## config.mk

```make
export PLATFORM = sky130hd
export DESIGN_NAME = ifu_fetch
export DESIGN_NICKNAME = d
export VERILOG_FILES = /design/src/rtl/riscv_pkg.sv /design/src/rtl/ifu_fifo.sv /design/src/rtl/ifu_fetch.sv
export SDC_FILE = /design/constraint.sdc
export NUM_CORES = 1
export LEC_CHECK = 0
export BUFFER_PORTS_ARGS = -buffer_cell sky130_fd_sc_hd__buf_2
export CORE_UTILIZATION = 35
export CTS_BUF_LIST = sky130_fd_sc_hd__clkbuf_8
export DETAILED_ROUTE_END_ITERATION = 6
export HOLD_SLACK_MARGIN = 0.1
export PLACE_DENSITY = 0.55
export SETUP_SLACK_MARGIN = 0.05
export SYNTH_ARGS = -nofsm -noshare
export SYNTH_HDL_FRONTEND = slang
export SYNTH_SLANG_ARGS = --single-unit
```

## constraint.sdc

```tcl
create_clock -name clk -period 7.9 [get_ports clk]
set_clock_uncertainty 0.05 [all_clocks]
set_input_delay 0.395 -clock clk [delete_from_list [all_inputs] [get_ports clk]]
set_output_delay 0.395 -clock clk [all_outputs]
set_load 0.005 [all_outputs]
```

## src/rtl/riscv_pkg.sv

```systemverilog
// Shared fetch-path definitions: default ICCM geometry, reset PC and fetch FSM states.
package riscv_pkg;
   localparam int ADDR_WIDTH = 11;
   localparam int DATA_WIDTH = 32;
   localparam int RESET_PC   = 0;

   typedef enum logic [1:0] {
      ST_IDLE  = 2'd0,
      ST_FETCH = 2'd1,
      ST_HOLD  = 2'd2
   } fetch_state_e;
endpackage

```

## src/rtl/ifu_fifo.sv

```systemverilog
// First-word-fall-through prefetch buffer with push, pop, flush and occupancy count.
module ifu_fifo #(
   parameter int WIDTH = 43,
   parameter int DEPTH = 4,
   localparam int PW   = $clog2(DEPTH),
   localparam int CW   = PW + 1
) (
   input  logic             clk,
   input  logic             rst_n,
   input  logic             push,
   input  logic             pop,
   input  logic             flush,
   input  logic [WIDTH-1:0] wr_data,
   output logic [WIDTH-1:0] head,
   output logic [CW-1:0]    count
);
   logic [WIDTH-1:0] mem_q [DEPTH];
   logic [PW-1:0]    wr_ptr_q, wr_ptr_d;
   logic [PW-1:0]    rd_ptr_q, rd_ptr_d;
   logic [CW-1:0]    count_q, count_d;
   logic             do_push, do_pop;

   always_comb begin
      do_pop   = pop && (count_q != '0);
      // a push into a full buffer is only accepted when a pop frees the slot
      do_push  = push && ((count_q != CW'(DEPTH)) || do_pop);
      wr_ptr_d = wr_ptr_q;
      rd_ptr_d = rd_ptr_q;
      count_d  = count_q;
      if (flush) begin
         wr_ptr_d = '0;
         rd_ptr_d = '0;
         count_d  = '0;
      end else begin
         if (do_push) wr_ptr_d = wr_ptr_q + 1'b1;
         if (do_pop)  rd_ptr_d = rd_ptr_q + 1'b1;
         count_d = count_q + CW'(do_push) - CW'(do_pop);
      end
   end

   always_ff @(posedge clk or negedge rst_n) begin
      if (!rst_n) begin
         wr_ptr_q <= '0;
         rd_ptr_q <= '0;
         count_q  <= '0;
      end else begin
         wr_ptr_q <= wr_ptr_d;
         rd_ptr_q <= rd_ptr_d;
         count_q  <= count_d;
      end
   end

   always_ff @(posedge clk) begin
      if (do_push && !flush) mem_q[wr_ptr_q] <= wr_data;
   end

   assign head  = mem_q[rd_ptr_q];
   assign count = count_q;
endmodule

```

## src/rtl/ifu_fetch.sv

```systemverilog
// Instruction fetch unit: credit-limited ICCM read issue feeding an FWFT prefetch buffer.
module ifu_fetch #(
   parameter int ADDR_WIDTH = riscv_pkg::ADDR_WIDTH,
   parameter int DATA_WIDTH = riscv_pkg::DATA_WIDTH,
   parameter int FIFO_DEPTH = 4,
   parameter logic [ADDR_WIDTH-1:0] RESET_PC = ADDR_WIDTH'(riscv_pkg::RESET_PC)
) (
   input  logic                  clk,
   input  logic                  rst_n,
   input  logic                  fetch_en,
   input  logic                  redirect_valid,
   input  logic [ADDR_WIDTH-1:0] redirect_addr,
   input  logic                  wr_busy,
   output logic                  cntlr_rd,
   output logic [ADDR_WIDTH-1:0] cntlr_raddr,
   input  logic [DATA_WIDTH-1:0] cntlr_rd_data,
   input  logic                  cntlr_rd_valid,
   output logic                  if_valid,
   output logic [DATA_WIDTH-1:0] if_instr,
   output logic [ADDR_WIDTH-1:0] if_pc,
   input  logic                  id_ready
);
   localparam int CW = $clog2(FIFO_DEPTH) + 1;
   localparam int FW = ADDR_WIDTH + DATA_WIDTH;

   riscv_pkg::fetch_state_e state_q, state_d;
   logic [ADDR_WIDTH-1:0]   fetch_pc_q, fetch_pc_d;
   logic [ADDR_WIDTH-1:0]   tag_q, tag_d;
   logic                    inflight_q, inflight_d;

   logic [FW-1:0] head;
   logic [CW-1:0] fifo_count;
   logic          fifo_valid, credit_ok, rd_issue, push, pop;

   always_comb begin
      fifo_valid = (fifo_count != '0);
      credit_ok  = (int'(fifo_count) + int'(inflight_q)) < FIFO_DEPTH;
      rd_issue   = (state_q == riscv_pkg::ST_FETCH) && credit_ok && !wr_busy && !redirect_valid;
      // responses with no matching issue, or landing in a redirect cycle, are dropped
      push       = cntlr_rd_valid && inflight_q && !redirect_valid;
      pop        = fifo_valid && id_ready && !redirect_valid;

      fetch_pc_d = fetch_pc_q;
      if (redirect_valid)  fetch_pc_d = redirect_addr;
      else if (rd_issue)   fetch_pc_d = fetch_pc_q + 1'b1;

      tag_d      = rd_issue ? fetch_pc_q : tag_q;
      inflight_d = rd_issue;

      state_d = state_q;
      if (!fetch_en) begin
         state_d = riscv_pkg::ST_IDLE;
      end else begin
         case (state_q)
            riscv_pkg::ST_IDLE:  state_d = riscv_pkg::ST_FETCH;
            riscv_pkg::ST_FETCH: state_d = credit_ok ? riscv_pkg::ST_FETCH : riscv_pkg::ST_HOLD;
            riscv_pkg::ST_HOLD:  state_d = credit_ok ? riscv_pkg::ST_FETCH : riscv_pkg::ST_HOLD;
            default:             state_d = riscv_pkg::ST_IDLE;
         endcase
      end
   end

   always_ff @(posedge clk or negedge rst_n) begin
      if (!rst_n) begin
         state_q    <= riscv_pkg::ST_IDLE;
         fetch_pc_q <= RESET_PC;
         tag_q      <= '0;
         inflight_q <= 1'b0;
      end else begin
         state_q    <= state_d;
         fetch_pc_q <= fetch_pc_d;
         tag_q      <= tag_d;
         inflight_q <= inflight_d;
      end
   end

   ifu_fifo #(
      .WIDTH (FW),
      .DEPTH (FIFO_DEPTH)
   ) u_fifo (
      .clk     (clk),
      .rst_n   (rst_n),
      .push    (push),
      .pop     (pop),
      .flush   (redirect_valid),
      .wr_data ({tag_q, cntlr_rd_data}),
      .head    (head),
      .count   (fifo_count)
   );

   assign cntlr_rd    = rd_issue;
   assign cntlr_raddr = rd_issue ? fetch_pc_q : '0;
   assign if_valid    = fifo_valid;
   assign if_pc       = fifo_valid ? head[FW-1:DATA_WIDTH] : '0;
   assign if_instr    = fifo_valid ? head[DATA_WIDTH-1:0] : '0;
endmodule

```

==> summary.txt <==
Floorplan
  • IO Pins: between 100 and 150
  • Die Y: 155 um
  • Site row count: 55
  • Initial Util: 36.0%
  • Die ar.: between 20000 and 25000 um2
  • Core ar.: 22800 um2
  • Die Wd: approximately 160 um

Clocking
  • Reg clk slew, reported paths: ~60 ps
  • Cts repair resizes: 0
  • Root Buffer: clkbuf_8
  • Clk_lat worst skew: 490 ps
  • Clock Tree Buf Depth: 3
  • CTS tree: built
  • Max H-tree Level: 2
  • Number of CTS-inserted buffers: 34
  • Clock sink count: 204

Timing
  • Min Tclk post-route: about 3300 ps
  • Setup TNS: 0 ps
  • RSZ-0062 raised after global routing: false
  • Relative slew margins: a little over a quarter
  • Final setup viols: 0
  • Fmax: roughly 300 MHz
  • Final period util: between 40% and 50%
  • Final Hold Vio Count: 0
  • Worst Tran Pin Value: between 1000 and 1500 ps
  • Slew Viols, Final: 0

Job
  • Max Cap Viol: 0

Layout
  • Inserted Diodes: 0
  • P&R area growth vs syn: 23.3%
  • Nets: 678
  • Fin util: roughly 44%
  • Share of cells above drive strength 1: between 30% and 40%

Drt
  • Vias per cell: roughly 4.8
  • Drt initial violations: around 210
  • Final ANT Viol Nets: 0
  • Routed WL: about 16000 um
  • DRC violations left: 0
  • Per-cell routed wire length: about 17 um
  • Vias: between 4000 and 5000
  • Pre-antenna DRT Iters: 4

Synthesis
  • Synth warnings: 0
  • Post-Syn Instances: 450
  • Synth unique cells: 40
  • Synth Register Bits: between 200 and 250
  • Sequential share of the synthesized area: slightly above 70%
  • Mean Syn Cell Area: between 15 and 20 um2
  • Async set-reset flop share out of synthesis: 15.7%
  • Synth Flop Type: edfxtp_1
  • Syn Nets: roughly 510
  • Post-synth EDFFs: approximately 170
  • Synthesized area: around 8000 um2

Worst setup path
  • Startpoint types: flop
  • Critical path peak fanout: 20
  • Worst R2R Path Depth: 6
  • Worst reg2reg path endpoint: tag_q[10]
  • WS Path Type: flop to primary output
  • Worst-path cell chain: ha_1 > o211ai_1 > a22oi_1 > buf_4 > nor2_1 > buf_2
  • Flop2flop setup slack: about 5200 ps
  • WP data required: between 7000 and 8000 ps
  • Critical path arrival: roughly 2800 ps
  • Setup crit end kind: primary output
  • Max stage delay on crit path: about 830 ps
  • Worst flop-to-flop path startpoint: u_fifo.count[1]
  • Critical path's slowest cell: nor2_1

Power
  • Leakage power: approximately 0.0037 uW
  • Peak VDD IR: 126 uV
  • PD cells: 265 nW/um2

GRT
  • Vias in the first global route: ~4700
  • Met2 usage: between 20% and 30%
  • Global-route wire length before repair: around 25000 um
  • Largest net degree at the start of global routing: 47
  • Initial antenna violation count: 0
  • Total gr overflow: 0
  • GRT Util Overall: a little over an eighth
  • Most Used Layer, Global Route: met2
  • Met3 Use GR: around 3.5%
  • Met1 Use GR: around 18%

Min path
  • Worst hold path class: input pin to flop
  • Hold depth: 3
  • Hold_sp: redirect_addr[9]
  • Hold EP: fetch_pc_q[9]

Placed design
  • GP Congestion: about 0.77
  • IO buf count: around 110
  • Placed wire-length estimate: 8980 um

Status
  • Outcome: finished, final reports clean
[cell families (layout without fill, tap and decap cells)]
family | after synthesis | in the layout | share of synthesized area (%)
adders and majority gates | 12 | 12 | 1.92
and+or+nand+nor | 114 | 114 | 7.86
AOI/OAI and AO/OA | 25 | 25 | 1.96
DFF | 204 | 204 | 72.5
xor gates and xnor gates | 4 | 4 | 0.426
buffers and inverters | 35 | 221 | 1.79
muxes | 56 | 56 | 13.5
[cell usage in the layout, fill, tap and decap left out, types with 6 or more instances in the layout]
| cell type | netlist | routed |
|---|---|---|
| nand3_1 | 7 | 7 |
| dlygate4sd3_1 | 0 | 41 |
| and2_1 | 47 | 43 |
| mux4_2 | 43 | 43 |
| buf_2 | 7 | 105 |
| dfrtp_1 | 32 | 30 |
| nand2_1 | 11 | 11 |
| clkbuf_8 | 0 | 36 |
| o21ai_0 | 6 | 6 |
| mux2_2 | 11 | 11 |
| inv_1 | 11 | 20 |
| ha_1 | 11 | 11 |
| buf_4 | 0 | 7 |
| edfxtp_1 | 172 | 172 |
| a31oi_1 | 7 | 7 |
| clkinv_1 | 1 | 7 |
| and3_1 | 9 | 9 |
| nor2_1 | 16 | 16 |
[through the flow]
step                instance area, um2  power [uW]  std cells  setup slack, ps  hold WS [ps]
CTS                              10100        2740        949             4540           102
global placement                  9100        1840        852             5170           430
detailed placement                9100        1850        852             5100           442
global route                     10100        2840        949             4380           110
floorplan                         8230        1640        450             5210          49.4
finish                           10100        2690        949             4620           133
[power breakdown]
part / total [uW] / switching [uW] / internal [uW]
registers: 1360 / 108 / 1250
clock network: 864 / 381 / 483
logic: 464 / 199 / 266
[flip-flops by register name, indices dropped and copies added (netlist names)]
name and count:
u_fifo.rd_ptr_q 2, state_q 2, fetch_pc_q 11, inflight_q 1, u_fifo.mem_q 172, u_fifo.wr_ptr_q 2, tag_q 11, u_fifo.count 3
[synthesized netlist by cell type, types with 2 or more instances]
cell type,n,area (um2)
or4_1,3,22.5
mux2_2,11,124
buf_2,7,35.0
or3_1,5,31.3
nand3_1,7,35.0
and3_1,9,56.3
a31oi_1,7,43.8
nor3b_1,2,15.0
a21oi_1,3,15.0
nor2_1,16,60.1
o31ai_1,4,30.0
xnor2_1,2,17.5
mux4_2,43,968
dfrtp_1,32,801
ha_1,11,138
and2_1,47,294
mux2i_1,2,20.0
inv_1,11,41.3
nor2b_1,2,12.5
edfxtp_1,172,5160
buf_1,2,7.51
nand2_1,11,41.3
clkbuf_1,13,48.8
nor3_1,4,20.0
o21ai_0,6,30.0
nand4_1,3,18.8
xor2_1,2,17.5
[cell type report]
| type | instances | area (um2) |
|---|---|---|
| fillers | 2082 | 12700 |
| clock inverters | 20 | 134 |
| repair buffers | 153 | 988 |
| multi-input cells | 211 | 2120 |
| well taps | 313 | 392 |
| clock buffers | 36 | 495 |
| flip-flops and latches | 204 | 5970 |
| inverters | 12 | 45.0 |
[routing by layer]
metal / share of wire (%) / up-vias
met5: 0 / -
met4: 1.4 / 0
met3: 4.8 / 19
met2: 49 / 115
met1: 45 / 2317
li1: - / 2104
[worst max path at each step]
stage / start / end
2_1_floorplan: redirect_valid / u_fifo.mem_q[0][0]
3_3_place_gp: u_fifo.count[1] / cntlr_rd
3_5_place_dp: u_fifo.count[1] / cntlr_rd
4_1_cts: u_fifo.count[1] / cntlr_rd
5_1_grt: u_fifo.count[1] / cntlr_rd
6_report: u_fifo.count[1] / cntlr_rd
[worst max-delay path: cells and delay by family (launching register included)]
kind                       cells  cell delay (ps)
AOI/OAI and AO/OA              2              360
adders and majority gates      1              240
buffers and inverters          2              470
DFF                            1              440
and+or+nand+nor                1              830
[what timing repair did]
| item | in CTS | in global routing |
|---|---|---|
| hold buffers | 41 | 0 |
| hold endpoints to repair | 169 | 0 |
| setup buffers | 0 | 0 |
(Power assumes the default switching activity.)
